--- config.mk ---
export PLATFORM = sky130hd
export DESIGN_NAME = axi4lite_reg_bridge_flat
export DESIGN_NICKNAME = d
export VERILOG_FILES = /design/src/rtl/axi4lite_reg_bridge_if.sv /design/src/rtl/axi4lite_reg_bridge.sv /design/src/flat_wrapper.sv
export SDC_FILE = /design/constraint.sdc
export NUM_CORES = 1
export LEC_CHECK = 0
export ABC_AREA = 0
export ABC_CLOCK_PERIOD_IN_PS = 2600
export BUFFER_PORTS_ARGS = -buffer_cell sky130_fd_sc_hd__buf_2
export CAP_MARGIN = 15
export CORE_UTILIZATION = 50
export DETAILED_ROUTE_END_ITERATION = 12
export PLACE_DENSITY = 0.79
export SLEW_MARGIN = 20
export SYNTH_ARGS = -nofsm -noshare
export SYNTH_HDL_FRONTEND = slang
export SYNTH_SLANG_ARGS = --single-unit
export TNS_END_PERCENT = 10
--- constraint.sdc ---
create_clock -name clk_i -period 2.6 [get_ports clk_i]
set_input_delay 0.52 -clock clk_i [delete_from_list [all_inputs] [get_ports clk_i]]
set_output_delay 0.52 -clock clk_i [all_outputs]
set_load 0.1 [all_outputs]
--- src/rtl/axi4lite_reg_bridge_if.sv ---
// AXI4-Lite channel bundle between the interconnect and the register bridge.
// Only AR/R/AW/W/B payload and handshakes are carried; the clock stays outside.
interface axi4lite_reg_bridge_if #(
   parameter int ADDR_WIDTH = 32,
   parameter int DATA_WIDTH = 32
);
   localparam int STRB_WIDTH = DATA_WIDTH / 8;

   logic [ADDR_WIDTH-1:0] ar_addr;
   logic [3:0]            ar_qos;
   logic                  ar_valid;
   logic                  ar_ready;
   logic [DATA_WIDTH-1:0] r_data;
   logic [1:0]            r_resp;
   logic                  r_valid;
   logic                  r_ready;
   logic [ADDR_WIDTH-1:0] aw_addr;
   logic [3:0]            aw_qos;
   logic                  aw_valid;
   logic                  aw_ready;
   logic [DATA_WIDTH-1:0] w_data;
   logic [STRB_WIDTH-1:0] w_strb;
   logic                  w_valid;
   logic                  w_ready;
   logic [1:0]            b_resp;
   logic                  b_valid;
   logic                  b_ready;

   modport slave (
      input  ar_addr, ar_qos, ar_valid, r_ready,
      input  aw_addr, aw_qos, aw_valid, w_data, w_strb, w_valid, b_ready,
      output ar_ready, r_data, r_resp, r_valid,
      output aw_ready, w_ready, b_resp, b_valid
   );

   modport master (
      output ar_addr, ar_qos, ar_valid, r_ready,
      output aw_addr, aw_qos, aw_valid, w_data, w_strb, w_valid, b_ready,
      input  ar_ready, r_data, r_resp, r_valid,
      input  aw_ready, w_ready, b_resp, b_valid
   );
endinterface

--- src/rtl/axi4lite_reg_bridge.sv ---
// AXI4-Lite slave that turns single transactions into one-cycle register bank
// strobes, with one-deep AR/AW/W buffers and QoS + round-robin arbitration.
module axi4lite_reg_bridge #(
   parameter int ADDR_WIDTH = 32,
   parameter int DATA_WIDTH = 32,
   parameter int REG_NUM    = 16,
   parameter int QOS_EN     = 1,
   localparam int STRB_WIDTH = DATA_WIDTH / 8,
   localparam int IDX_WIDTH  = (REG_NUM > 1) ? $clog2(REG_NUM) : 1
) (
   input  logic                  clk_i,
   input  logic                  rst_ni,
   axi4lite_reg_bridge_if.slave  bus,
   output logic [IDX_WIDTH-1:0]  reg_idx,
   output logic                  reg_wr_en,
   output logic [DATA_WIDTH-1:0] reg_wdata,
   output logic [STRB_WIDTH-1:0] reg_wstrb,
   output logic                  reg_rd_en,
   input  logic [DATA_WIDTH-1:0] reg_rdata,
   input  logic                  reg_err
);
   localparam int ADDR_LSB = $clog2(STRB_WIDTH);
   localparam int WIDX_W   = ADDR_WIDTH - ADDR_LSB;

   typedef enum logic [2:0] {IDLE, WRITE, BRESP, READ, RCAP, RRESP} state_t;

   state_t                state_q, state_d;
   logic                  ar_full, aw_full, w_full;
   logic [WIDX_W-1:0]     ar_widx_q, aw_widx_q;
   logic [3:0]            ar_qos_q, aw_qos_q;
   logic [DATA_WIDTH-1:0] w_data_q;
   logic [STRB_WIDTH-1:0] w_strb_q;
   logic                  last_wr;
   logic                  oor_q;
   logic [DATA_WIDTH-1:0] r_data_q;
   logic [1:0]            r_resp_q, b_resp_q;
   logic                  wr_rdy, rd_rdy, grant_wr, grant_rd;
   logic                  ar_oor, aw_oor;
   logic                  unused_addr_lsbs;

   // Sub-word address bits are ignored: unaligned accesses hit the containing word.
   assign unused_addr_lsbs = ^{bus.ar_addr[ADDR_LSB-1:0], bus.aw_addr[ADDR_LSB-1:0]};

   assign wr_rdy = aw_full & w_full;
   assign rd_rdy = ar_full;
   assign ar_oor = ar_widx_q >= WIDX_W'(REG_NUM);
   assign aw_oor = aw_widx_q >= WIDX_W'(REG_NUM);

   assign bus.ar_ready = rst_ni & ~ar_full;
   assign bus.aw_ready = rst_ni & ~aw_full;
   assign bus.w_ready  = rst_ni & ~w_full;
   assign bus.r_valid  = (state_q == RRESP);
   assign bus.r_data   = r_data_q;
   assign bus.r_resp   = r_resp_q;
   assign bus.b_valid  = (state_q == BRESP);
   assign bus.b_resp   = b_resp_q;
   assign reg_wr_en    = (state_q == WRITE) & ~oor_q;
   assign reg_rd_en    = (state_q == READ) & ~oor_q;

   always_comb begin
      grant_wr = 1'b0;
      grant_rd = 1'b0;
      if (state_q == IDLE) begin
         if (wr_rdy && rd_rdy) begin
            // Equal QoS (or QoS disabled) alternates with the previous grant.
            if (QOS_EN != 0 && aw_qos_q != ar_qos_q) grant_wr = (aw_qos_q > ar_qos_q);
            else                                      grant_wr = ~last_wr;
            grant_rd = ~grant_wr;
         end else begin
            grant_wr = wr_rdy;
            grant_rd = rd_rdy;
         end
      end
   end

   always_comb begin
      state_d = state_q;
      unique case (state_q)
         IDLE:    if (grant_wr) state_d = WRITE;
                  else if (grant_rd) state_d = READ;
         WRITE:   state_d = BRESP;
         BRESP:   if (bus.b_ready) state_d = IDLE;
         READ:    state_d = RCAP;
         RCAP:    state_d = RRESP;
         RRESP:   if (bus.r_ready) state_d = IDLE;
         default: state_d = IDLE;
      endcase
   end

   always_ff @(posedge clk_i) begin
      if (!rst_ni) begin
         state_q   <= IDLE;
         ar_full   <= 1'b0;
         aw_full   <= 1'b0;
         w_full    <= 1'b0;
         ar_widx_q <= '0;
         aw_widx_q <= '0;
         ar_qos_q  <= '0;
         aw_qos_q  <= '0;
         w_data_q  <= '0;
         w_strb_q  <= '0;
         last_wr   <= 1'b1;
         oor_q     <= 1'b0;
         reg_idx   <= '0;
         reg_wdata <= '0;
         reg_wstrb <= '0;
         r_data_q  <= '0;
         r_resp_q  <= 2'b00;
         b_resp_q  <= 2'b00;
      end else begin
         state_q <= state_d;
         if (grant_rd) ar_full <= 1'b0;
         if (grant_wr) begin
            aw_full <= 1'b0;
            w_full  <= 1'b0;
         end
         // Capture only into an empty buffer, so it never collides with a grant clear.
         if (bus.ar_valid && !ar_full) begin
            ar_full   <= 1'b1;
            ar_widx_q <= bus.ar_addr[ADDR_WIDTH-1:ADDR_LSB];
            ar_qos_q  <= bus.ar_qos;
         end
         if (bus.aw_valid && !aw_full) begin
            aw_full   <= 1'b1;
            aw_widx_q <= bus.aw_addr[ADDR_WIDTH-1:ADDR_LSB];
            aw_qos_q  <= bus.aw_qos;
         end
         if (bus.w_valid && !w_full) begin
            w_full   <= 1'b1;
            w_data_q <= bus.w_data;
            w_strb_q <= bus.w_strb;
         end
         if (grant_wr) begin
            last_wr   <= 1'b1;
            oor_q     <= aw_oor;
            reg_idx   <= IDX_WIDTH'(aw_widx_q);
            reg_wdata <= w_data_q;
            reg_wstrb <= w_strb_q;
         end else if (grant_rd) begin
            last_wr <= 1'b0;
            oor_q   <= ar_oor;
            reg_idx <= IDX_WIDTH'(ar_widx_q);
         end
         if (state_q == WRITE) b_resp_q <= (oor_q | reg_err) ? 2'b10 : 2'b00;
         if (state_q == RCAP) begin
            r_data_q <= oor_q ? '0 : reg_rdata;
            r_resp_q <= (oor_q | reg_err) ? 2'b10 : 2'b00;
         end
      end
   end
endmodule

--- src/flat_wrapper.sv ---
// flat-port wrapper written by rule: the top's interface ports become plain ports
module axi4lite_reg_bridge_flat 
#(
   parameter int ADDR_WIDTH = 32,
   parameter int DATA_WIDTH = 32,
   parameter int REG_NUM    = 16,
   parameter int QOS_EN     = 1,
   localparam int STRB_WIDTH = DATA_WIDTH / 8,
   localparam int IDX_WIDTH  = (REG_NUM > 1) ? $clog2(REG_NUM) : 1
)
  (clk_i, rst_ni, reg_idx, reg_wr_en, reg_wdata, reg_wstrb, reg_rd_en, reg_rdata, reg_err, bus_ar_addr, bus_ar_qos, bus_ar_valid, bus_r_ready, bus_aw_addr, bus_aw_qos, bus_aw_valid, bus_w_data, bus_w_strb, bus_w_valid, bus_b_ready, bus_ar_ready, bus_r_data, bus_r_resp, bus_r_valid, bus_aw_ready, bus_w_ready, bus_b_resp, bus_b_valid);
  axi4lite_reg_bridge_if #(.ADDR_WIDTH(ADDR_WIDTH), .DATA_WIDTH(DATA_WIDTH)) bus_i ();
  input  logic clk_i;
  input  logic rst_ni;
  output logic [IDX_WIDTH-1:0] reg_idx;
  output logic reg_wr_en;
  output logic [DATA_WIDTH-1:0] reg_wdata;
  output logic [STRB_WIDTH-1:0] reg_wstrb;
  output logic reg_rd_en;
  input  logic [DATA_WIDTH-1:0] reg_rdata;
  input  logic reg_err;
  input wire logic [$bits(bus_i.ar_addr)-1:0] bus_ar_addr;
  input wire logic [$bits(bus_i.ar_qos)-1:0] bus_ar_qos;
  input wire logic [$bits(bus_i.ar_valid)-1:0] bus_ar_valid;
  input wire logic [$bits(bus_i.r_ready)-1:0] bus_r_ready;
  input wire logic [$bits(bus_i.aw_addr)-1:0] bus_aw_addr;
  input wire logic [$bits(bus_i.aw_qos)-1:0] bus_aw_qos;
  input wire logic [$bits(bus_i.aw_valid)-1:0] bus_aw_valid;
  input wire logic [$bits(bus_i.w_data)-1:0] bus_w_data;
  input wire logic [$bits(bus_i.w_strb)-1:0] bus_w_strb;
  input wire logic [$bits(bus_i.w_valid)-1:0] bus_w_valid;
  input wire logic [$bits(bus_i.b_ready)-1:0] bus_b_ready;
  output wire logic [$bits(bus_i.ar_ready)-1:0] bus_ar_ready;
  output wire logic [$bits(bus_i.r_data)-1:0] bus_r_data;
  output wire logic [$bits(bus_i.r_resp)-1:0] bus_r_resp;
  output wire logic [$bits(bus_i.r_valid)-1:0] bus_r_valid;
  output wire logic [$bits(bus_i.aw_ready)-1:0] bus_aw_ready;
  output wire logic [$bits(bus_i.w_ready)-1:0] bus_w_ready;
  output wire logic [$bits(bus_i.b_resp)-1:0] bus_b_resp;
  output wire logic [$bits(bus_i.b_valid)-1:0] bus_b_valid;
  assign bus_i.ar_addr = bus_ar_addr;
  assign bus_i.ar_qos = bus_ar_qos;
  assign bus_i.ar_valid = bus_ar_valid;
  assign bus_i.r_ready = bus_r_ready;
  assign bus_i.aw_addr = bus_aw_addr;
  assign bus_i.aw_qos = bus_aw_qos;
  assign bus_i.aw_valid = bus_aw_valid;
  assign bus_i.w_data = bus_w_data;
  assign bus_i.w_strb = bus_w_strb;
  assign bus_i.w_valid = bus_w_valid;
  assign bus_i.b_ready = bus_b_ready;
  assign bus_ar_ready = bus_i.ar_ready;
  assign bus_r_data = bus_i.r_data;
  assign bus_r_resp = bus_i.r_resp;
  assign bus_r_valid = bus_i.r_valid;
  assign bus_aw_ready = bus_i.aw_ready;
  assign bus_w_ready = bus_i.w_ready;
  assign bus_b_resp = bus_i.b_resp;
  assign bus_b_valid = bus_i.b_valid;
  axi4lite_reg_bridge #(.ADDR_WIDTH(ADDR_WIDTH), .DATA_WIDTH(DATA_WIDTH), .REG_NUM(REG_NUM), .QOS_EN(QOS_EN)) u_core (.clk_i(clk_i), .rst_ni(rst_ni), .bus(bus_i), .reg_idx(reg_idx), .reg_wr_en(reg_wr_en), .reg_wdata(reg_wdata), .reg_wstrb(reg_wstrb), .reg_rd_en(reg_rd_en), .reg_rdata(reg_rdata), .reg_err(reg_err));
endmodule
[Yosys cells after proc, flatten, opt, wreduce, memory -nomap -nowiden]
Cells that the tools add are included.
Storage, ports and cells
  register bits after elaboration: 188
  bits of input ports: 148
  output and inout bits: 83
  word-level logic and storage cells: 81
Cells by class
  order comparisons: 3
  equal/unequal tests: 9
  muxes and demuxes: 23
  bitwise operators: 14
  reductions and logical operators: 14
Operators by type and width (number)
  $ge 30x5->1 const B: 2
  $mux 32: 1
  $pmux 3 s6: 1
  $mux 1: 14
  $mux 3: 4
  $mux 4: 2
  $reduce_bool 2->1: 4
  $not 1->1: 7
  $and 1x1->1: 6
  $eq 3x2->1 const B: 2
  $eq 3x3->1 const B: 2
  $gt 4x4->1: 1
  $logic_and 1x1->1: 4
  $ne 2x2->1 const B: 2
  $ne 4x4->1: 1
  $eq 3x1->1 const B: 1
  $logic_not 1->1: 3
  $logic_not 3->1: 1
  $ne 3x1->1 const B: 1
  $reduce_and 3->1: 1
  $mux 2: 1
  $reduce_or 2->1: 1
  $or 1x1->1: 1

[Longest topological paths before layout]
  word-level depth: 10
  gate-level depth with buffers: 8
  mapped depth without buffers: 7

[Worst setup path after synthesis]
OpenSTA, ideal clock, no wires.
  path type: register to output
  start: register u_core.state_q[0]
  end: output reg_wr_en
  arrival time: 2.578 ns
  data required time: 2.080 ns
  setup slack: -0.498 ns
  stages on the path, launching flop included: 4
  buffers on the path: 1
  cells stage by stage: dfxtp_1 -> buf_2 -> nand2b_1 -> nor3_1
On the way
  word-level cells in the longest chain between the ends: 2
RTL lines
  start: declaration: RTL line axi4lite_reg_bridge.sv:27  | state_t state_q, state_d;
  start signal: assignment: RTL line axi4lite_reg_bridge.sv:111  | state_q <= state_d;
  $eq 3x1->1: RTL line axi4lite_reg_bridge.sv:57  | assign reg_wr_en = (state_q == WRITE) & ~oor_q;
  $and 1x1->1: RTL line axi4lite_reg_bridge.sv:57
  end: declaration: RTL line flat_wrapper.sv:16  | output logic reg_wr_en;
Every way passes these cells.

[Worst setup path in the final report]
  start: register u_core.state_q[2]
  end: output bus_r_valid
On the way
  word-level cells in the longest chain between the ends: 1
RTL lines
  $eq 3x3->1: RTL line axi4lite_reg_bridge.sv:52  | assign bus.r_valid = (state_q == RRESP);
  end: declaration: RTL line flat_wrapper.sv:36  | output wire logic [$bits(bus_i.r_valid)-1:0] bus_r_valid;
Every way passes these cells.

==> results.py <==
metrics = {
    "floorplanning": {
        "chipWidth_um": 120.7,
        "die_y_um": 120.7,
        "row_count": 42,
        "ios": 231,
        "dieArea_mm2": 0.01456,
        "core_area_mm2": 0.01351,
        "start_util_pct": 52.14,
    },
    "flow_run": {
        "cap_violations": 0,
    },
    "clocking": {
        "cts_buffer_depth": 2,
        "hold_buffers": 0,
        "clk_pin_slew_ps": 60,
        "tritoncts": "done",
        "insertion_delay_ps": 420,
        "cts_htree_levels": 4,
        "cts_setup_buffers": 0,
        "cts_root_buf": "clkbuf_16",
        "numClockSinks": 186,
        "numCtsBuffers": 17,
        "post_cts_resized": 0,
    },
    "critical_path": {
        "cp_num_buf_inv": 1,
        "endpoint_kind": "output port",
        "crit_type": "reg2out",
        "cp_top_family": "simple AND/OR/NAND/NOR gates",
        "arrival_ps": 1750,
        "crit_fanout": 7,
        "slowest_delay_ps": 440,
        "crit_chain": "nor2b_1 > and2_1 > buf_2",
        "startpoint_type": "flop",
        "crit_required_ps": 2080,
        "slowest_stage": "dfxtp_1",
    },
    "routing": {
        "firstDrtPassIters": 5,
        "dr.first_iter.drc_count": 379,
        "wl_per_cell_um": 14.01,
        "drc": 0,
        "ant_nets": 0,
        "vias": 6526,
        "routed_via_density": 5.204,
        "wirelength_mm": 17.57,
    },
    "logic_synthesis": {
        "syn_area_mm2": 0.007042,
        "synth-seq-cells": 186,
        "synth.distinct_cells": 38,
        "ys_async_sr_fraction_pct": 0,
        "ys.flop_type": "dfxtp_1",
        "syn_area_per_cell_um2": 8.039,
        "yosysWarnings": 0,
        "synthCells": 876,
        "yosysSeqAreaShare_pct": 52.88,
        "synth_edf_count": 0,
    },
    "placed_design": {
        "dp_hpwl_mm": 11.57,
        "gp_congestion": 0.7814,
        "io_buffers": 224,
        "dpl_worst_slack_ps": 431.1,
        "placed_cell_area_mm2": 0.008227,
    },
    "final_layout": {
        "drive_gt1_share_pct": 25.93,
        "nets": 1216,
        "final_cell_area_mm2": 0.008772,
        "area_delta_synth_final_pct": 24.57,
    },
    "timing": {
        "fin_ws_ps": 325.5,
        "fin_skew_ps": 6.695,
        "tns_ps": 0,
        "setup_viol": 0,
        "finalHoldWorstSlack_ps": 330.9,
        "tightest_slew_ps": 908.3,
        "max-slew-margin-rel_pct": 39.45,
        "rsz0062_at_grt": "no",
        "slew_violations": 0,
        "fin_crit_sh_pct": 87.48,
        "min_period_ps": 2275,
        "fmax_mhz": 439.7,
        "report.final.hold_viol_count": 0,
    },
    "global_route": {
        "grt_max_degree": 91,
        "overflow": 0,
        "antenna_found_initial": 1,
        "grt_usage_pct": 23.87,
        "grt_pass1_wl_mm": 27.67,
        "grt_pass1_vias": 5878,
    },
    "power": {
        "p_total_uw": 6356,
        "power.density_mw_per_mm2": 724.5,
        "p_leak_uw": 0.003665,
        "irDropWorstVdd_v": 0.0004396,
    },
    "hold_path": {
        "holdCritPathClass": "in2reg",
    },
    "run_status": {
        "status": "completed",
    },
}
==> layer usage <==
layer	vias up	track usage, %	wire, um
li1	3333	-	-
met1	2981	27.76	7427
met2	192	41.02	8681
met3	20	8.632	1244
met4	0	6.944	221
met5	-	0	0
==> worst reg2reg max path, cell delays in order, from the launching register on <==
cell and delay (ps):
dfxtp_1 330, inv_1 40, ha_1 300, nand2b_4 150
a2111oi_4 460, o31a_2 230, buf_4 330, o21ai_1 120
a21oi_1 180
==> kinds of logic after synthesis <==
group / synth area share, %
simple gates: 23.79
compound gates: 18.02
flops: 52.88
buf+inv: 4.549
fa+ha+maj: 0.7108
other cells: 0.05325
==> area by class of cell <==
cell class | instances | area [um2]
Multi-Input combinational cell | 613 | 3014
Antenna cell | 2 | 5.005
Clock buffer | 24 | 471.7
Clock inverter | 7 | 68.82
Fill cell | 1229 | 4733
Sequential cell | 186 | 3724
Timing Repair Buffer | 240 | 1241
Inverter | 6 | 27.53
Tap cell | 176 | 220.2
==> worst paths after layout <==
| kind | from | endpoint | slack, ps | cells after the start |
|---|---|---|---|---|
| hold / removal | bus_aw_addr[6] | u_core.aw_widx_q[4] | 330 | 3 |
| setup reg to reg | u_core.aw_qos_q[0] | u_core.reg_wdata[15] | 370 | 8 |
| setup / recovery | u_core.state_q[2] | bus_r_valid | 330 | 3 |
| hold reg to reg | u_core.bus.r_data[8] | u_core.bus.r_data[8] | 450 | 2 |
==> cell usage in the layout (no fill, tap or decap), types with 4 or more instances in the layout <==
cell type and n:
nand2_1 247, ha_1 4, a221o_1 5, clkbuf_1 5, dfxtp_1 186, inv_1 5
nand2b_1 5, buf_4 16, nand3_1 39, nand3b_1 32, and2_1 6, buf_2 224
clkbuf_16 17, nor4_1 13, nor3_1 4, nor2_1 16, a21oi_1 178, o21ai_1 38
==> through the flow <==
step | utilization [%] | instances
2_1_floorplan | - | 877
5_1_grt | 64.92 | 1252
3_5_place_dp | 60.91 | 1221
4_1_cts | 64.92 | 1252
3_3_place_gp | 60.91 | 1221
6_report | 64.95 | 1254
==> power breakdown <==
part | switching [uW] | leakage (uW) | internal (uW)
clock | 1030 | 0.000260 | 1360
combinational | 616 | 0.00189 | 286
sequential | 79.0 | 0.00152 | 2980
==> sequential cells by signal, indices dropped and copies added, names as in the netlist, 3 cells and up <==
register / flops
u_core.bus.r_data: 32
u_core.reg_wdata: 32
u_core.w_data_q: 32
u_core.ar_widx_q: 30
u_core.aw_widx_q: 30
u_core.ar_qos_q: 4
u_core.aw_qos_q: 4
u_core.reg_idx: 4
u_core.reg_wstrb: 4
u_core.w_strb_q: 4
u_core.state_q: 3
==> synth_stat cells (all sizes together) (2+ instances only) <==
master | count | area share (%)
a21oi | 178 | 13
a221o | 5 | 0.71
and2 | 6 | 0.53
buf | 15 | 1.2
clkbuf | 57 | 3.0
dfxtp | 186 | 53
ha | 4 | 0.71
inv | 6 | 0.32
nand2 | 247 | 13
nand2b | 6 | 0.64
nand3 | 39 | 2.8
nand3b | 32 | 3.4
nand4 | 2 | 0.18
nor2 | 17 | 0.94
nor2b | 4 | 0.36
nor3 | 5 | 0.36
nor4 | 13 | 1.2
o21a | 2 | 0.21
o21ai | 39 | 2.8
No activity file was read; power rests on OpenSTA's default activity.
